### src/rtl/fma_ctrl_pkg.sv
// Shared types and constants for the FMAC issue/bypass controller.
// Holds rounding-mode encodings, the pipeline stage-entry struct,
// fflags bit indices and the rounding-mode one-hot decode helper.
package fma_ctrl_pkg;

  localparam int unsigned REG_W  = 5;
  localparam int unsigned RM_W   = 3;
  localparam int unsigned FLAG_W = 4;

  // IEEE rounding-mode encodings carried on req_rm / frm
  localparam logic [RM_W-1:0] RM_RNE = 3'b000;
  localparam logic [RM_W-1:0] RM_RTZ = 3'b001;
  localparam logic [RM_W-1:0] RM_RDN = 3'b010;
  localparam logic [RM_W-1:0] RM_RUP = 3'b011;
  localparam logic [RM_W-1:0] RM_RMM = 3'b100;
  localparam logic [RM_W-1:0] RM_DYN = 3'b111;

  // Bit positions inside dp_flags / fflags
  localparam int unsigned FLAG_NX = 0;
  localparam int unsigned FLAG_UF = 1;
  localparam int unsigned FLAG_OF = 2;
  localparam int unsigned FLAG_NV = 3;

  // One in-flight operation; rm is already resolved (never RM_DYN)
  typedef struct packed {
    logic             valid;
    logic [REG_W-1:0] rd;
    logic             early;
    logic [RM_W-1:0]  rm;
  } stage_t;

  // One-hot rounding lines driven to the datapath
  typedef struct packed {
    logic rn;
    logic rz;
    logic rm;
    logic rp;
  } rnd_t;

  // RMM shares the round-to-nearest datapath; reserved encodings truncate
  function automatic rnd_t rm_decode(input logic [RM_W-1:0] mode);
    rnd_t r;
    r = '0;
    case (mode)
      RM_RNE, RM_RMM: r.rn = 1'b1;
      RM_RTZ:         r.rz = 1'b1;
      RM_RDN:         r.rm = 1'b1;
      RM_RUP:         r.rp = 1'b1;
      default:        r.rz = 1'b1;
    endcase
    return r;
  endfunction

endpackage

### src/rtl/fma_ctrl_scoreboard.sv
// In-flight destination tracker and RAW hazard / bypass compare.
// The issue cycle itself is stage 1; stages 2..LATENCY are held in a
// LATENCY-1 deep shift register, the last entry being the final stage.
// Ports:
//   clk, reset      clock, synchronous active-high reset
//   flush           drop every in-flight entry at the clock edge
//   push/push_entry op accepted this cycle and its stage entry
//   rs1/rs2/rs3     sources of the op currently offered
//   stall_c         offered op must wait
//   byp_c           bypass candidates {W->Z, W->X}, valid when !stall_c
//   final_entry     final-stage entry (drives writeback and rounding)
module fma_ctrl_scoreboard
  import fma_ctrl_pkg::*;
#(
  parameter int unsigned LATENCY = 4
) (
  input  logic             clk,
  input  logic             reset,
  input  logic             flush,
  input  logic             push,
  input  stage_t           push_entry,
  input  logic [REG_W-1:0] rs1,
  input  logic [REG_W-1:0] rs2,
  input  logic [REG_W-1:0] rs3,
  output logic             stall_c,
  output logic [1:0]       byp_c,
  output stage_t           final_entry
);

  localparam int unsigned NS = LATENCY - 1;

  stage_t stage_q [NS];
  stage_t stage_d [NS];
  stage_t fin;
  logic   m1, m2, m3;

  // Shift: new op enters the head, everything advances one stage
  always_comb begin
    for (int unsigned i = 0; i < NS; i++) begin
      stage_d[i] = '0;
    end
    if (!flush) begin
      stage_d[0] = push ? push_entry : '0;
      for (int unsigned i = 1; i < NS; i++) begin
        stage_d[i] = stage_q[i-1];
      end
    end
  end

  always_ff @(posedge clk) begin
    for (int unsigned i = 0; i < NS; i++) begin
      if (reset) begin
        stage_q[i] <= '0;
      end else begin
        stage_q[i] <= stage_d[i];
      end
    end
  end

  assign fin         = stage_q[NS-1];
  assign final_entry = fin;

  // Any non-final match stalls, so the youngest match always wins over a
  // final-stage bypass; only a match confined to the final stage can bypass.
  always_comb begin
    stall_c = 1'b0;
    byp_c   = 2'b00;
    m1      = fin.valid && (fin.rd == rs1);
    m2      = fin.valid && (fin.rd == rs2);
    m3      = fin.valid && (fin.rd == rs3);
    for (int unsigned i = 0; i + 1 < NS; i++) begin
      if (stage_q[i].valid &&
          ((stage_q[i].rd == rs1) || (stage_q[i].rd == rs2) ||
           (stage_q[i].rd == rs3))) begin
        stall_c = 1'b1;
      end
    end
    // Y has no bypass path; early results are not on W
    if (m2 || ((m1 || m3) && fin.early)) begin
      stall_c = 1'b1;
    end
    if (!fin.early) begin
      byp_c = {m3, m1};
    end
  end

endmodule

### src/rtl/fma_issue_ctrl.sv
// Issue and bypass controller for the fixed-latency FMAC datapath.
// Ports:
//   clk, reset                    clock, synchronous active-high reset
//   req_*                         decoded op over valid/ready
//   frm                           dynamic rounding mode
//   flush                         kill all in-flight ops
//   dp_inc/dp_postnorm/dp_flags   final-stage status from the datapath
//   issue                         op enters the datapath this cycle
//   bypsel/bypplus1/byppostnorm   W-bus bypass selects and corrections
//   rn/rz/rm/rp                   one-hot rounding for the final-stage op
//   earlyressel                   final-stage op takes the early result
//   wb_valid/wb_rd                register-file writeback
//   fflags/fflags_clr             sticky IEEE flags and their clear
module fma_issue_ctrl
  import fma_ctrl_pkg::*;
#(
  parameter int unsigned LATENCY = 4
) (
  input  logic              clk,
  input  logic              reset,
  input  logic              req_valid,
  output logic              req_ready,
  input  logic [REG_W-1:0]  req_rs1,
  input  logic [REG_W-1:0]  req_rs2,
  input  logic [REG_W-1:0]  req_rs3,
  input  logic [REG_W-1:0]  req_rd,
  input  logic [RM_W-1:0]   req_rm,
  input  logic              req_early,
  input  logic [RM_W-1:0]   frm,
  input  logic              flush,
  input  logic              dp_inc,
  input  logic              dp_postnorm,
  input  logic [FLAG_W-1:0] dp_flags,
  output logic              issue,
  output logic [1:0]        bypsel,
  output logic              bypplus1,
  output logic              byppostnorm,
  output logic              rn,
  output logic              rz,
  output logic              rm,
  output logic              rp,
  output logic              earlyressel,
  output logic              wb_valid,
  output logic [REG_W-1:0]  wb_rd,
  output logic [FLAG_W-1:0] fflags,
  input  logic              fflags_clr
);

  stage_t            push_entry;
  stage_t            fin;
  logic              stall_c;
  logic [1:0]        byp_c;
  logic              fin_v;
  rnd_t              rnd;
  logic [FLAG_W-1:0] fflags_q, fflags_d;

  fma_ctrl_scoreboard #(
    .LATENCY(LATENCY)
  ) u_sb (
    .clk        (clk),
    .reset      (reset),
    .flush      (flush),
    .push       (issue),
    .push_entry (push_entry),
    .rs1        (req_rs1),
    .rs2        (req_rs2),
    .rs3        (req_rs3),
    .stall_c    (stall_c),
    .byp_c      (byp_c),
    .final_entry(fin)
  );

  // Handshake; dynamic rounding is resolved at accept so later frm writes
  // do not affect ops already in flight
  always_comb begin
    req_ready        = ~reset & ~flush & ~stall_c;
    issue            = req_valid & req_ready;
    push_entry       = '0;
    push_entry.valid = 1'b1;
    push_entry.rd    = req_rd;
    push_entry.early = req_early;
    push_entry.rm    = (req_rm == RM_DYN) ? frm : req_rm;
  end

  // Bypass selects only mean something for the op actually issuing
  always_comb begin
    bypsel      = issue ? byp_c : 2'b00;
    bypplus1    = (|bypsel) & dp_inc;
    byppostnorm = (|bypsel) & dp_postnorm;
  end

  // Final-stage outputs; reset masks stale state before the first edge
  always_comb begin
    fin_v       = fin.valid & ~reset;
    rnd         = fin_v ? rm_decode(fin.rm) : '0;
    rn          = rnd.rn;
    rz          = rnd.rz;
    rm          = rnd.rm;
    rp          = rnd.rp;
    wb_valid    = fin_v;
    wb_rd       = fin_v ? fin.rd : '0;
    earlyressel = fin_v & fin.early;
  end

  // Sticky flags; early results do not raise IEEE flags, clear wins
  always_comb begin
    fflags_d = fflags_q;
    if (fflags_clr) begin
      fflags_d = '0;
    end else if (fin_v && !fin.early) begin
      fflags_d = fflags_q | dp_flags;
    end
  end

  always_ff @(posedge clk) begin
    if (reset) begin
      fflags_q <= '0;
    end else begin
      fflags_q <= fflags_d;
    end
  end

  assign fflags = reset ? '0 : fflags_q;

endmodule
### config.mk
export PLATFORM = sky130hd
export DESIGN_NAME = fma_issue_ctrl
export DESIGN_NICKNAME = d
export VERILOG_FILES = /design/src/rtl/fma_ctrl_pkg.sv /design/src/rtl/fma_ctrl_scoreboard.sv /design/src/rtl/fma_issue_ctrl.sv
export SDC_FILE = /design/constraint.sdc
export NUM_CORES = 1
export LEC_CHECK = 0
export CORE_MARGIN = 2
export CORE_UTILIZATION = 41
export DETAILED_ROUTE_END_ITERATION = 10
export PLACE_DENSITY = 0.82
export SLEW_MARGIN = 5
export SYNTH_ARGS = -nofsm -noshare
export SYNTH_HDL_FRONTEND = slang
export SYNTH_HIERARCHICAL = 1
export SYNTH_SLANG_ARGS = --single-unit
### constraint.sdc
create_clock -name clk -period 1.64 [get_ports clk]
set_input_delay 0.164 -clock clk [delete_from_list [all_inputs] [get_ports clk]]
set_output_delay 0.164 -clock clk [all_outputs]
set_load 0.05 [all_outputs]
==> results.sh <==
export IMPL_finalWeightedCongestion=0.951
export IMPL_power_frac_comb_pct=14.8
export IMPL_seq_power_share_pct=48.2
export IMPL_floorplan_die_area_um2=4720
export IMPL_crit_path_time_final_ns=2.41
export IMPL_routed_via_density=4.88
export IMPL_drt_pre_antenna_iters=4
export IMPL_post_dp_hpwl_um=3350
export IMPL_cts_root_to_sink_buffers=2
export IMPL_core_um2=4030
export IMPL_pin_count=59
export IMPL_use_met3_pct=4.71
export IMPL_critical_path_data_required_time_ns=1.48
export IMPL_synthFlopType="dfxtp_1"
export IMPL_leakagePower_uw=0.00135
export IMPL_rsz_0062_raised_after_global_routing="true"
export IMPL_route_detailed_wl_per_inst_um=13.8
export IMPL_drv_max_cap_violation_count=0
export IMPL_post_synth_top_area_fraction_pct=39.6
export IMPL_internal_power_uw=1300
export IMPL_whs_ns=0.423
export IMPL_period_utilisation_layout_pct=147
export IMPL_setup_viol=16
export IMPL_timing_hold_violations_final=0
export IMPL_syn_mean_instance_area_um2=9.65
export IMPL_synth_seq_cells=34
export IMPL_fin_ws_ns=-0.767
export IMPL_final_max_slew_viol_count=0
export IMPL_drc_errors=0
export IMPL_cts_made_buffers=5
export IMPL_gr_max_usage_layer="met2"
export IMPL_cts_htree_levels=2
export IMPL_cellPowerDensity_nw_per_um2=566
export IMPL_clock_fmax_mhz=415
export IMPL_ir_worst_vdd_uv=624
export IMPL_cp_data_arrival_time_ns=2.24
export IMPL_power_total_uw=1700
export IMPL_antenna_found_initial=0
export IMPL_fraction_of_layout_cells_with_a_size_suffix_above_1_pct=34.6
export IMPL_std_cell_rows=23
export IMPL_area_growth_pct=74.8
export IMPL_met1_routing_resource_usage_after_global_routing_pct=26.9
export IMPL_failed_checks="setup timing"
export IMPL_postSynthNetCount=216
export IMPL_insertedDiodeCount=0
export IMPL_critical_path_class="register to primary output"
export IMPL_critPathCaptureType="primary output"
export IMPL_grt_use_total_pct=20.3
export IMPL_synthArstFlopShare_pct=0
export IMPL_worstSkewPairLatency_ns=0.28
export IMPL_startpoint_type="register"
export IMPL_drtIter0Drc=45
export IMPL_synth_largest_area_cell="dfxtp_1"
export IMPL_first_global_vias=1494
export IMPL_postSynthCellCount=178
export IMPL_power_share_clock_pct=37.0
export IMPL_top_count_cell_post_synth="dfxtp_1"
export IMPL_synth_top_cells_by_count="dfxtp_1, xor2_1, and2_1"
export IMPL_hold_path_class="register to register"
export IMPL_synth_distinct_cells=28
export IMPL_grt_met2_usage_pct=32.6
export IMPL_sw_frac_of_total_pct=23.7
export IMPL_synthesis_area_um2=1720
export IMPL_synth_top_cells_by_area="dfxtp_1, xor2_1, and2_1"
export IMPL_global_route_wire_length_before_repair_um=6910
export IMPL_status="finished with violations"
export IMPL_synth_edf_count=0
export IMPL_dieHeight_um=68.7
export IMPL_clock_skew_final_ns=0.00395
export IMPL_detail_route_wirelength_um=4330
export IMPL_finish_net_count=300
export IMPL_tritoncts_num_sinks=34
export IMPL_initial_core_utilization_pct=42.6
export IMPL_synth_warning_count=6
export IMPL_cts_tree="yes"
export IMPL_grt_start_max_net_pins=27
export IMPL_synth_seq_area_share_pct=39.6
export IMPL_remaining_overflow_grt=0
export IMPL_ctsRootBufferMaster="clkbuf_8"
export IMPL_critPathMaxFanout=4
export IMPL_routed_via_count=1528
export IMPL_port_buffers=58
export IMPL_floorplan_die_width_um=68.7
export IMPL_switching_power_uw=404
export IMPL_clk_pin_slew_ns=0.07
export IMPL_drt_antenna_violating_nets=0
[critical path: stages, from the launching register on]
cell     delay, ns
dfxtp_4       0.38
xor2_1        0.22
nor4_2        0.10
nand3_1       0.08
nand4_1       0.10
a211o_1       0.29
nor4b_4       0.31
buf_4         0.18
o211a_4       0.17
buf_12        0.13
[metal layers]
layer  up-vias  share of wire (%)
li1        755                  -
met1       714                 44
met2        55                 49
met3         4                6.1
met4         0               0.99
met5         -                  0
[stage by stage]
step	util (%)	setup TNS (ns)	std cells	area [um2]	worst slack, ns
floorplan	-	-10.58	178	1760	-0.853
global placement	68.7	-11.88	303	2770	-0.827
detailed placement	68.7	-12.76	303	2770	-0.881
CTS	72.1	-5.69	313	2900	-0.700
global route	74.5	-8.55	313	3000	-0.875
finish	74.5	-6.89	313	3000	-0.767
[area by class of cell]
cell class / instances / area [um2]
Inverter: 1 / 3.75
Sequential cell: 34 / 721
Fill cell: 282 / 1030
Multi-Input combinational cell: 140 / 1160
Clock buffer: 6 / 82.6
Tap cell: 50 / 62.6
Clock inverter: 2 / 12.5
Timing Repair Buffer: 80 / 963
[sequential cells by signal, indices dropped and copies added (netlist names)]
name          count
fflags_q          4
u_sb/stage_q     30
[cells by family after synthesis]
kind of cell | share of synthesized area (%)
AOI/OAI and AO/OA | 5.03
other | 0.218
buffers and inverters | 0.874
and+or+nand+nor | 30.7
xor gates and xnor gates | 22.9
muxes | 0.583
DFF | 39.6
[path summary, 6_finish.rpt]
path | startpoint | endpoint | slack (ns) | depth (start not counted)
hold / removal | u_sb/stage_q[0][3] | u_sb/stage_q[1][3] | 0.42 | 1
setup / recovery | u_sb/stage_q[0][4] | bypplus1 | -0.77 | 9
hold reg to reg | u_sb/stage_q[0][3] | u_sb/stage_q[1][3] | 0.42 | 1
setup reg to reg | u_sb/stage_q[0][4] | u_sb/stage_q[0][8] | -0.29 | 8
[placed cells by master, fill, tap and decap left out, types with 4 or more instances in the layout]
| cell | synthesis | routed |
|---|---|---|
| nor3_1 | 7 | 5 |
| xor2_1 | 31 | 22 |
| and3_1 | 10 | 10 |
| dfxtp_2 | 0 | 5 |
| nand2_1 | 4 | 4 |
| o21a_1 | 7 | 7 |
| nor2_1 | 5 | 5 |
| nand3_1 | 9 | 9 |
| clkdlybuf4s50_1 | 0 | 21 |
| dfxtp_1 | 34 | 20 |
| clkbuf_8 | 0 | 6 |
| and2b_2 | 4 | 4 |
| buf_4 | 0 | 20 |
| xor2_2 | 0 | 9 |
| xnor2_1 | 14 | 13 |
| and3b_1 | 4 | 4 |
| buf_12 | 0 | 22 |
| and2_1 | 26 | 26 |
| dfxtp_4 | 0 | 9 |
| dlygate4sd2_1 | 0 | 13 |
[what timing repair did]
item | 4_1_cts | 5_1_grt
endpoints found under the setup margin | 16 | 18
gates cloned | 0 | 0
hold endpoints to repair | 0 | 0
resized for setup | 25 | 16
hold buffers | 0 | 0
setup buffers | 3 | 0
pin swaps | 11 | 8
[power groups by stage]
stage               sequential [uW]  combinational, uW  clock, uW
floorplan                       850               81.9          0
global placement                851                244          0
detailed placement              851                246          0
CTS                             820                242        653
global route                    818                271        704
finish                          819                252        629
(Power assumes the default switching activity.)
